--- src/rtl/instr_loader_if.sv ---
// Loader control, byte-stream and instruction-memory write bundle.
// The master side is the host/testbench; the slave side is the loader.
interface instr_loader_if #(
  parameter int unsigned IW = 9,
  parameter int unsigned AW = 8
);
  logic          Go;
  logic [AW-1:0] BaseAddr;
  logic [AW:0]   Len;
  logic          InValid;
  logic [7:0]    InData;
  logic          InReady;
  logic          WrEn;
  logic [AW-1:0] WrAddr;
  logic [IW-1:0] WrData;
  logic          Busy;
  logic          Done;
  logic          Err;
  logic [IW-1:0] Checksum;

  modport master (
    output Go, BaseAddr, Len, InValid, InData,
    input  InReady, WrEn, WrAddr, WrData, Busy, Done, Err, Checksum
  );

  modport slave (
    input  Go, BaseAddr, Len, InValid, InData,
    output InReady, WrEn, WrAddr, WrData, Busy, Done, Err, Checksum
  );
endinterface

--- src/rtl/instr_loader.sv ---
// Assembles byte pairs into IW-bit instructions and writes them sequentially
// into instruction memory, holding the processor in start while loading.
module instr_loader #(
  parameter int unsigned IW    = 9,
  parameter int unsigned AW    = 8,
  parameter int unsigned DEPTH = 256
) (
  input  logic         CLK,
  input  logic         Start,
  instr_loader_if.slave bus
);

  localparam int unsigned CW = AW + 1;

  typedef enum logic [1:0] {IDLE, LO, HI, FIN} state_t;

  state_t        state_q, state_d;
  logic [AW-1:0] addr_q;
  logic [CW-1:0] remaining_q;
  logic [7:0]    lo_q;
  logic          accept;
  logic [CW-1:0] len_clamped;
  logic [IW-1:0] word;

  // Requested length saturates at the memory depth; only bit 0 of the high byte is data.
  always_comb begin
    len_clamped = (bus.Len > CW'(DEPTH)) ? CW'(DEPTH) : bus.Len;
    word        = IW'({bus.InData[0], lo_q});
  end

  always_comb begin
    state_d = state_q;
    accept  = 1'b0;
    unique case (state_q)
      IDLE: if (bus.Go) state_d = (len_clamped != '0) ? LO : FIN;
      LO: begin
        if (bus.InValid && bus.InReady) begin
          accept  = 1'b1;
          state_d = HI;
        end
      end
      HI: begin
        if (bus.InValid && bus.InReady) begin
          accept  = 1'b1;
          state_d = (remaining_q == CW'(1)) ? FIN : LO;
        end
      end
      FIN:     state_d = IDLE;
      default: state_d = IDLE;
    endcase
  end

  always_ff @(posedge CLK) begin
    if (Start) state_q <= IDLE;
    else       state_q <= state_d;
  end

  // Handshake/status flags are registered from the next state so they track the FSM exactly.
  always_ff @(posedge CLK) begin
    if (Start) begin
      addr_q       <= '0;
      remaining_q  <= '0;
      lo_q         <= '0;
      bus.InReady  <= 1'b0;
      bus.Busy     <= 1'b0;
      bus.Done     <= 1'b0;
      bus.Err      <= 1'b0;
      bus.WrEn     <= 1'b0;
      bus.WrAddr   <= '0;
      bus.WrData   <= '0;
      bus.Checksum <= '0;
    end else begin
      bus.InReady <= (state_d == LO) || (state_d == HI);
      bus.Busy    <= (state_d != IDLE);
      bus.Done    <= (state_q == FIN);
      bus.WrEn    <= 1'b0;

      if (state_q == IDLE && bus.Go) begin
        addr_q       <= bus.BaseAddr;
        remaining_q  <= len_clamped;
        bus.Checksum <= '0;
        bus.Err      <= 1'b0;
      end

      if (state_q == LO && accept) lo_q <= bus.InData;

      if (state_q == HI && accept) begin
        bus.WrEn     <= 1'b1;
        bus.WrAddr   <= addr_q;
        bus.WrData   <= word;
        bus.Checksum <= bus.Checksum ^ word;
        addr_q       <= addr_q + AW'(1);
        remaining_q  <= remaining_q - CW'(1);
        if (bus.InData[7:1] != 7'd0) bus.Err <= 1'b1;
      end
    end
  end

endmodule

--- src/flat_wrapper.sv ---
// flat-port wrapper written by rule: the top's interface ports become plain ports
module instr_loader_flat 
#(
  parameter int unsigned IW    = 9,
  parameter int unsigned AW    = 8,
  parameter int unsigned DEPTH = 256
)
  (CLK, Start, bus_Go, bus_BaseAddr, bus_Len, bus_InValid, bus_InData, bus_InReady, bus_WrEn, bus_WrAddr, bus_WrData, bus_Busy, bus_Done, bus_Err, bus_Checksum);
  instr_loader_if #(.IW(IW), .AW(AW)) bus_i ();
  input  logic CLK;
  input  logic Start;
  input wire logic [$bits(bus_i.Go)-1:0] bus_Go;
  input wire logic [$bits(bus_i.BaseAddr)-1:0] bus_BaseAddr;
  input wire logic [$bits(bus_i.Len)-1:0] bus_Len;
  input wire logic [$bits(bus_i.InValid)-1:0] bus_InValid;
  input wire logic [$bits(bus_i.InData)-1:0] bus_InData;
  output wire logic [$bits(bus_i.InReady)-1:0] bus_InReady;
  output wire logic [$bits(bus_i.WrEn)-1:0] bus_WrEn;
  output wire logic [$bits(bus_i.WrAddr)-1:0] bus_WrAddr;
  output wire logic [$bits(bus_i.WrData)-1:0] bus_WrData;
  output wire logic [$bits(bus_i.Busy)-1:0] bus_Busy;
  output wire logic [$bits(bus_i.Done)-1:0] bus_Done;
  output wire logic [$bits(bus_i.Err)-1:0] bus_Err;
  output wire logic [$bits(bus_i.Checksum)-1:0] bus_Checksum;
  assign bus_i.Go = bus_Go;
  assign bus_i.BaseAddr = bus_BaseAddr;
  assign bus_i.Len = bus_Len;
  assign bus_i.InValid = bus_InValid;
  assign bus_i.InData = bus_InData;
  assign bus_InReady = bus_i.InReady;
  assign bus_WrEn = bus_i.WrEn;
  assign bus_WrAddr = bus_i.WrAddr;
  assign bus_WrData = bus_i.WrData;
  assign bus_Busy = bus_i.Busy;
  assign bus_Done = bus_i.Done;
  assign bus_Err = bus_i.Err;
  assign bus_Checksum = bus_i.Checksum;
  instr_loader #(.IW(IW), .AW(AW), .DEPTH(DEPTH)) u_core (.CLK(CLK), .Start(Start), .bus(bus_i));
endmodule
--- config.mk ---
export PLATFORM = sky130hd
export DESIGN_NAME = instr_loader_flat
export DESIGN_NICKNAME = d
export VERILOG_FILES = /design/src/rtl/instr_loader_if.sv /design/src/rtl/instr_loader.sv /design/src/flat_wrapper.sv
export SDC_FILE = /design/constraint.sdc
export NUM_CORES = 1
export LEC_CHECK = 0
export ABC_AREA = 0
export CORE_ASPECT_RATIO = 0.7
export CORE_MARGIN = 4
export CORE_UTILIZATION = 50
export CTS_BUF_LIST = sky130_fd_sc_hd__clkbuf_4 sky130_fd_sc_hd__clkbuf_8 sky130_fd_sc_hd__clkbuf_16
export DETAILED_ROUTE_END_ITERATION = 10
export PLACE_DENSITY = 0.85
export SYNTH_ARGS = -nofsm -noshare
export SYNTH_HDL_FRONTEND = slang
export SYNTH_SLANG_ARGS = --single-unit
--- constraint.sdc ---
create_clock -name CLK -period 3.67 [get_ports CLK]
set_input_delay 1.101 -clock CLK [delete_from_list [all_inputs] [get_ports CLK]]
set_output_delay 1.101 -clock CLK [all_outputs]
set_load 0.02 [all_outputs]
==> results of run 1 <==
[routing by layer]
| layer | wire, µm | up-vias |
|---|---|---|
| met1 | 2770 | 1119 |
| li1 | - | 1187 |
| met3 | 649 | 10 |
| met4 | 90 | 0 |
| met5 | 0 | - |
| met2 | 3000 | 100 |
[cells by family (layout without fill, tap and decap cells)]
logic type      Yosys count  in the layout  share of synthesized area
simple gates            122            122                      0.227
buf+inv                  21             88                     0.0405
fa+ha+maj                 9              9                     0.0445
flops                    58             58                      0.458
xor+xnor                 11             11                     0.0380
compound gates           80             80                      0.191
[path summary, 6_finish.rpt]
check	from	endpoint	cells past startpoint
worst max-delay path	bus_Len[2]	u_core.bus.InReady$_SDFF_PP0_	7
worst min-delay path	u_core.bus.WrAddr[6]$_SDFFE_PP0P_	u_core.bus.WrAddr[6]$_SDFFE_PP0P_	2
worst max register to register	u_core.state_q[0]$_SDFF_PP0_	u_core.bus.Checksum[2]$_SDFFE_PP0P_	6
worst min register to register	u_core.bus.WrAddr[6]$_SDFFE_PP0P_	u_core.bus.WrAddr[6]$_SDFFE_PP0P_	2
[flip-flops by register name, summed over array words and instances, names as in the netlist]
signal	cells
u_core.lo_q	8
u_core.state_q	2
u_core.remaining_q	9
u_core.bus.Checksum	9
u_core.bus.Err	1
u_core.addr_q	8
u_core.bus.WrAddr	8
u_core.bus.Done	1
u_core.bus.InReady	1
u_core.bus.WrEn	1
u_core.bus.Busy	1
u_core.bus.WrData	9
[cell type report]
class	instances	area share
inverter	8	0.00886
clock buffer	13	0.0509
tap	69	0.0255
timing repair buffer	65	0.188
clock inverter	2	0.0103
multi-input combinational	222	0.374
sequential	58	0.343
[where the power goes]
part / switching, µW / leakage, µW / internal [µW]
registers: 17.6 / 0.000470 / 645
logic: 69.9 / 0.000651 / 66.9
clock network: 243 / 0.000109 / 372
[metrics by stage]
stage               power (µW)  instance area (µm²)  hold WS [ps]  instances
global route              1470                 3390           474        437
floorplan                  749                 2530           437        301
finish                    1410                 3390           454        437
global placement           807                 3180           441        422
detailed placement         810                 3180           446        422
CTS                       1420                 3390           455        437
[worst max-delay path, cell delays in order]
cell             delay (ps)
clkdlybuf4s50_1         420
or4_1                   610
nor4_1                  340
o21ai_0                 150
and2_1                  180
ha_1                    270
nor2b_1                 120
[cell usage after synthesis, types with 2 or more instances]
| master | n |
|---|---|
| nand2_1 | 60 |
| dfxtp_1 | 58 |
| a21oi_1 | 42 |
| nor2_1 | 26 |
| xor2_1 | 10 |
| clkbuf_1 | 9 |
| ha_1 | 9 |
| o21ai_0 | 9 |
| a31oi_1 | 8 |
| inv_1 | 8 |
| nand4_1 | 5 |
| nor3_1 | 5 |
| a211oi_1 | 4 |
| nor4_1 | 4 |
| and3_1 | 3 |
| buf_6 | 3 |
| a311oi_1 | 2 |
| nand2b_1 | 2 |
| nand3_1 | 2 |
| nor2b_1 | 2 |
| nor3b_1 | 2 |
| o211ai_1 | 2 |
| o2bb2ai_1 | 2 |
| o311ai_0 | 2 |
| or3_1 | 2 |
| or4_1 | 2 |
==> reports/qor.csv, run 1 <==
stage,metric,value,unit
run,maxCapViolCount,0,
yosys,yosysTopAreaCell,dfxtp_1,
yosys,ys_warn_count,0,
critical_path,cp.required,3900,ps
drt,viasPerCell,5.53,
floorplanning,rows,21,
drt,post_drt_wl_per_cell,14.9,µm
floorplanning,die_area,6290,µm²
placement,dp_hpwl,4.57,mm
critical_path,start_kind,primary input,
placement,gp_congestion,0.877,
yosys,synth_ff_type,dfxtp_1,
finish,synthToLayoutAreaGrowth,33.8,%
timing,fin_setup_tns,0,ps
yosys,synth_edf_count,0,
power_and_ir_drop,ir_drop,0.229,mV
global_routing,grt_start_max_net_pins,29,
clocking,cts-resized-gates,0,
global_routing,grt_overflow,0,
clocking,numClockSinks,58,
clocking,cts_hold_buf,0,
timing,slew_violations,0,
clocking,cts.clk_slew.worst_paths,60,ps
yosys,syn_area_per_cell,8.41,µm²
clocking,cts.htree.levels,3,
floorplanning,ios,60,
critical_path,cp.arrival,3190,ps
global_routing,met3_usage,0.110,
global_routing,antenna_found_initial,0,
critical_path,r2r_setup_slack,1400,ps
clocking,clk_latency,340,ps
global_routing,grt.busiest_layer,met2,
timing,finalHoldViolations,0,
timing,slew_headroom,0.525,
finish,n_fill_cell,401,
clocking,cts_setup_buffers,0,
yosys,netlist_area,2530,µm²
finish,antenna_cells,0,
global_routing,grt_pass1_wl,10.9,mm
floorplanning,core-area,4830,µm²
floorplanning,die_x,93.1,µm
yosys,synth_nets,339,
clocking,cts_buffers,9,
yosys,synthArstFlopShare,0,
yosys,seq_area_frac_synth,0.458,
timing,min_period,2960,ps
finish,mostFrequentLayoutCell,nand2_1,
worst_hold_path,hold_class,flip-flop to flip-flop,
finish,drive_gt1_frac,0.0707,
timing,timing.fmax,0.337,GHz
clocking,clockRootBuffer,clkbuf_8,
clocking,cts_tree,built,
global_routing,use_met2,0.354,
timing,fin_crit_sh,0.808,
yosys,synthTopCellsByArea,"dfxtp_1 (46%), nand2_1 (8.9%), a21oi_1 (8.3%)",
yosys,synthCells,301,
finish,multi_input_area,1270,µm²
power_and_ir_drop,power_density,417,nW/µm²
finish,fin_nets,402,
yosys,yosysTopAreaCellShare,0.458,
drt,drt_first_pass_iters,4,
drt,route.vias.total,2416,
drt,totalWireLength,6.52,mm
outcome,status,finished clean,
timing,finClkSkew,7.54,ps
timing,finalSetupViolations,0,
placement,pre_cts_slack,381,ps
drt,drt-initial-drc-count,216,
yosys,synth_cell_types,44,
critical_path,path_class,primary input to flip-flop,
placement,numPortBuffers,59,
floorplanning,initial_core_util,0.524,
critical_path,worst-path-max-fanout,2,
clocking,clk_path_buf_depth,2,
finish,fin_util,0.701,
global_routing,gr-usage-met1,0.270,
timing,worstMarginPinSlew,710,ps
critical_path,cp-end-kind,flip-flop,
finish,regArea,1160,µm²
finish,final_cell_mix,"nand2_1 (60), clkdlybuf4s50_1 (59), dfxtp_1 (58)",
drt,post-route-drc-count,0,
global_routing,grt_usage,0.223,
timing,rsz0062_at_grt,no,
power_and_ir_drop,p_leak,0.00123,µW
drt,ant_nets,0,
timing,setup_ws,705,ps
yosys,synth_seq_cells,58,
floorplanning,die_h,67.5,µm
global_routing,grt_pass1_vias,2390,
Power figures use the tool's default switching activity.
==> run 2: changes to the inputs <==
Settings changed: CORE_UTILIZATION 50 to 44, PLACE_DENSITY 0.85 to 0.8.
Clock period 3.67 ns to 2.7 ns, I/O delays scaled along.
==> reports/qor.csv, run 2 (synthesis gave the netlist of run 1 again) <==
stage,metric,value,unit,change
outcome,status,finished clean,,
timing,whs,457,ps,+2.82 ps
finish,final_cells,450,,+3.0%
worst_hold_path,min_to,u_core.bus.WrAddr[5]$_SDFFE_PP0P_,,
drt,drt-initial-drc-count,145,,-33%
timing,slew_violations,0,,unchanged
timing,finalSetupViolations,0,,unchanged
critical_path,max_stage_delay,600,ps,about the same
timing,worstMarginPinSlew,513,ps,-197 ps
clocking,cts_buffers,9,,unchanged
run,maxCapViolCount,0,,unchanged
critical_path,worst-path-max-fanout,2,,unchanged
clocking,clockRootBuffer,clkbuf_8,,
finish,antenna_cells,0,,unchanged
timing,finClkSkew,5.75,ps,-1.78 ps
global_routing,met3_usage,0.0807,,-0.0295
finish,n_fill_cell,483,,+20%
floorplanning,rows,22,,+4.8%
power_and_ir_drop,power_density,569,nW/µm²,+36%
critical_path,r2r_start,u_core.remaining_q[2]$_SDFFE_PP0P_,,
finish,regArea,1160,µm²,unchanged
drt,post-route-drc-count,0,,unchanged
floorplanning,core-area,5400,µm²,+12%
floorplanning,die_area,7050,µm²,+12%
power_and_ir_drop,power,1980,µW,+40%
finish,drive_gt1_frac,0.101,,+0.0299
drt,route.vias.total,2427,,+0.46%
drt,totalWireLength,6.64,mm,+1.8%
timing,slew_headroom,0.657,,+0.131
worst_hold_path,hold_depth,2,,unchanged
power_and_ir_drop,p_leak,0.00128,µW,+3.7%
finish,fin_nets,411,,+2.2%
clocking,cts.htree.levels,3,,unchanged
floorplanning,die_x,98.7,µm,+6.0%
clocking,cts_tree,built,,
clocking,cts_hold_buf,0,,unchanged
critical_path,crit_chain,clkdlybuf4s50_1 > or4_1 > nor4_2 > o21ai_0 > and2_1 > ha_1 > nor2b_1,,
critical_path,cp.arrival,2830,ps,-360 ps
global_routing,gr-usage-met1,0.260,,-0.0101
global_routing,grt_pass1_vias,2312,,-3.3%
critical_path,path_class,primary input to flip-flop,,
timing,fin_crit_sh,0.968,,
floorplanning,die_h,71.5,µm,+5.8%
placement,dp_hpwl,4.72,mm,+3.4%
global_routing,grt_start_max_net_pins,27,,-6.9%
finish,mostFrequentLayoutCell,nand2_1,,
finish,synthToLayoutAreaGrowth,37.6,%,
power_and_ir_drop,ir_drop,0.293,mV,+28%
clocking,numClockSinks,58,,unchanged
timing,min_period,2610,ps,
worst_hold_path,hold_class,flip-flop to flip-flop,,
critical_path,r2r_setup_slack,550,ps,-850 ps
drt,post_drt_wl_per_cell,14.7,µm,-1.1%
timing,rsz0062_at_grt,no,,
global_routing,use_met2,0.305,,-0.0494
critical_path,cp-end-kind,flip-flop,,
placement,numPortBuffers,59,,unchanged
drt,viasPerCell,5.39,,-2.4%
finish,final_cell_mix,"nand2_1 (60), clkdlybuf4s50_1 (58), dfxtp_1 (58)",,
floorplanning,initial_core_util,0.469,,-0.0544
finish,multi_input_area,1270,µm²,+0.49%
timing,timing.fmax,0.383,GHz,
critical_path,reg2reg_depth,6,,unchanged
clocking,cts.clk_slew.worst_paths,70,ps,about the same
clocking,clk_path_buf_depth,2,,unchanged
global_routing,grt_pass1_wl,11.2,mm,+2.1%
global_routing,antenna_found_initial,0,,unchanged
drt,drt_first_pass_iters,5,,+1
global_routing,grt_overflow,0,,unchanged
critical_path,start_kind,primary input,,
timing,finalHoldViolations,0,,unchanged
global_routing,grt.busiest_layer,met2,,
critical_path,critPathSlowestCell,or4_1,,
finish,reg.largest.list,"u_core.bus.Checksum x9, u_core.bus.WrData x9, u_core.remaining_q x9",,
placement,gp_congestion,0.893,,+1.8%
critical_path,critPathTopFamily,simple AND/OR/NAND/NOR gates,,
floorplanning,ios,60,,unchanged
critical_path,critPathBufInv,1,,unchanged
drt,ant_nets,0,,unchanged
global_routing,grt_usage,0.199,,-0.0245
worst_hold_path,hold_start,u_core.bus.WrAddr[5]$_SDFFE_PP0P_,,
placement,dp.cells,434,,+2.8%
critical_path,r2r_end,u_core.bus.InReady$_SDFF_PP0_,,
placement,pre_cts_slack,-309,ps,-690 ps
timing,setup_ws,86.8,ps,-619 ps
clocking,clk_latency,350,ps,about the same
critical_path,cp.required,2920,ps,-980 ps
## run 2: cell types whose count changed in the layout (fill, tap and decap cells not counted), sizes merged
cell and delta:
clkdlybuf4s50 -1, bufinv +1, clkinvlp +2, clkinv +2
clkbuf -4, buf +10
## run 2: worst max-delay path by stage
stage	startpoint	end	slack, ps	cells after the start
after floorplan	bus_Len[2]	u_core.bus.InReady$_SDFF_PP0_	410	6
after global placement	bus_Len[2]	u_core.bus.InReady$_SDFF_PP0_	-270	7
after detailed placement	bus_Len[2]	u_core.bus.InReady$_SDFF_PP0_	-310	7
after CTS	bus_Len[2]	u_core.bus.InReady$_SDFF_PP0_	50	7
after global routing	bus_Len[2]	u_core.bus.InReady$_SDFF_PP0_	0.7	7
final	bus_Len[2]	u_core.bus.InReady$_SDFF_PP0_	90	7
## run 2: per-layer routing
layer | wire, µm | share of wire | vias to the layer above
met5 | 0 | 0 | -
met1 | 3120 | 0.47 | 1121
met2 | 2950 | 0.44 | 82
met3 | 451 | 0.068 | 13
li1 | - | - | 1211
met4 | 121 | 0.018 | 0
## run 2: layout make-up
type / count / area share
clock buffers: 9 / 0.0355
multi-input cells: 222 / 0.366
well taps: 72 / 0.0259
inverters: 8 / 0.00862
repair buffers: 74 / 0.204
clock inverters: 7 / 0.0269
flip-flops and latches: 58 / 0.333
## run 2: what timing repair did
item / CTS / global route
resized for setup: 0 / 1
endpoints found under the setup margin: 0 / 1
buffers inserted: 0 / 0
## run 2: report_power, final
part,internal (µW),total (µW),switching [µW]
sequential,876,900,24.2
combinational,99.8,199,98.7
clock,517,886,369
## run 2: worst register-to-register path, delay by kind of cell (launching register included)
family	cells	cell delay [ps]
fa+ha+maj	1	270
compound gates	1	140
flops	1	360
simple gates	4	1250
## run 2: through the flow
| stage | TNS (ps) | cell area (µm²) | util |
|---|---|---|---|
| after floorplan | 0 | 2530 | - |
| after CTS | 0 | 3480 | 0.645 |
| final | 0 | 3480 | 0.646 |
| after detailed placement | -452 | 3260 | 0.604 |
| after global placement | -362 | 3260 | 0.604 |
| after global routing | 0 | 3480 | 0.646 |
==> run 3: changes to the inputs <==
Settings changed: SKIP_CTS_REPAIR_TIMING set to 1, SKIP_LAST_GASP set to 1.
==> results of run 3 <==
The final DEF is identical to that of run 2; final timing and power are the same.
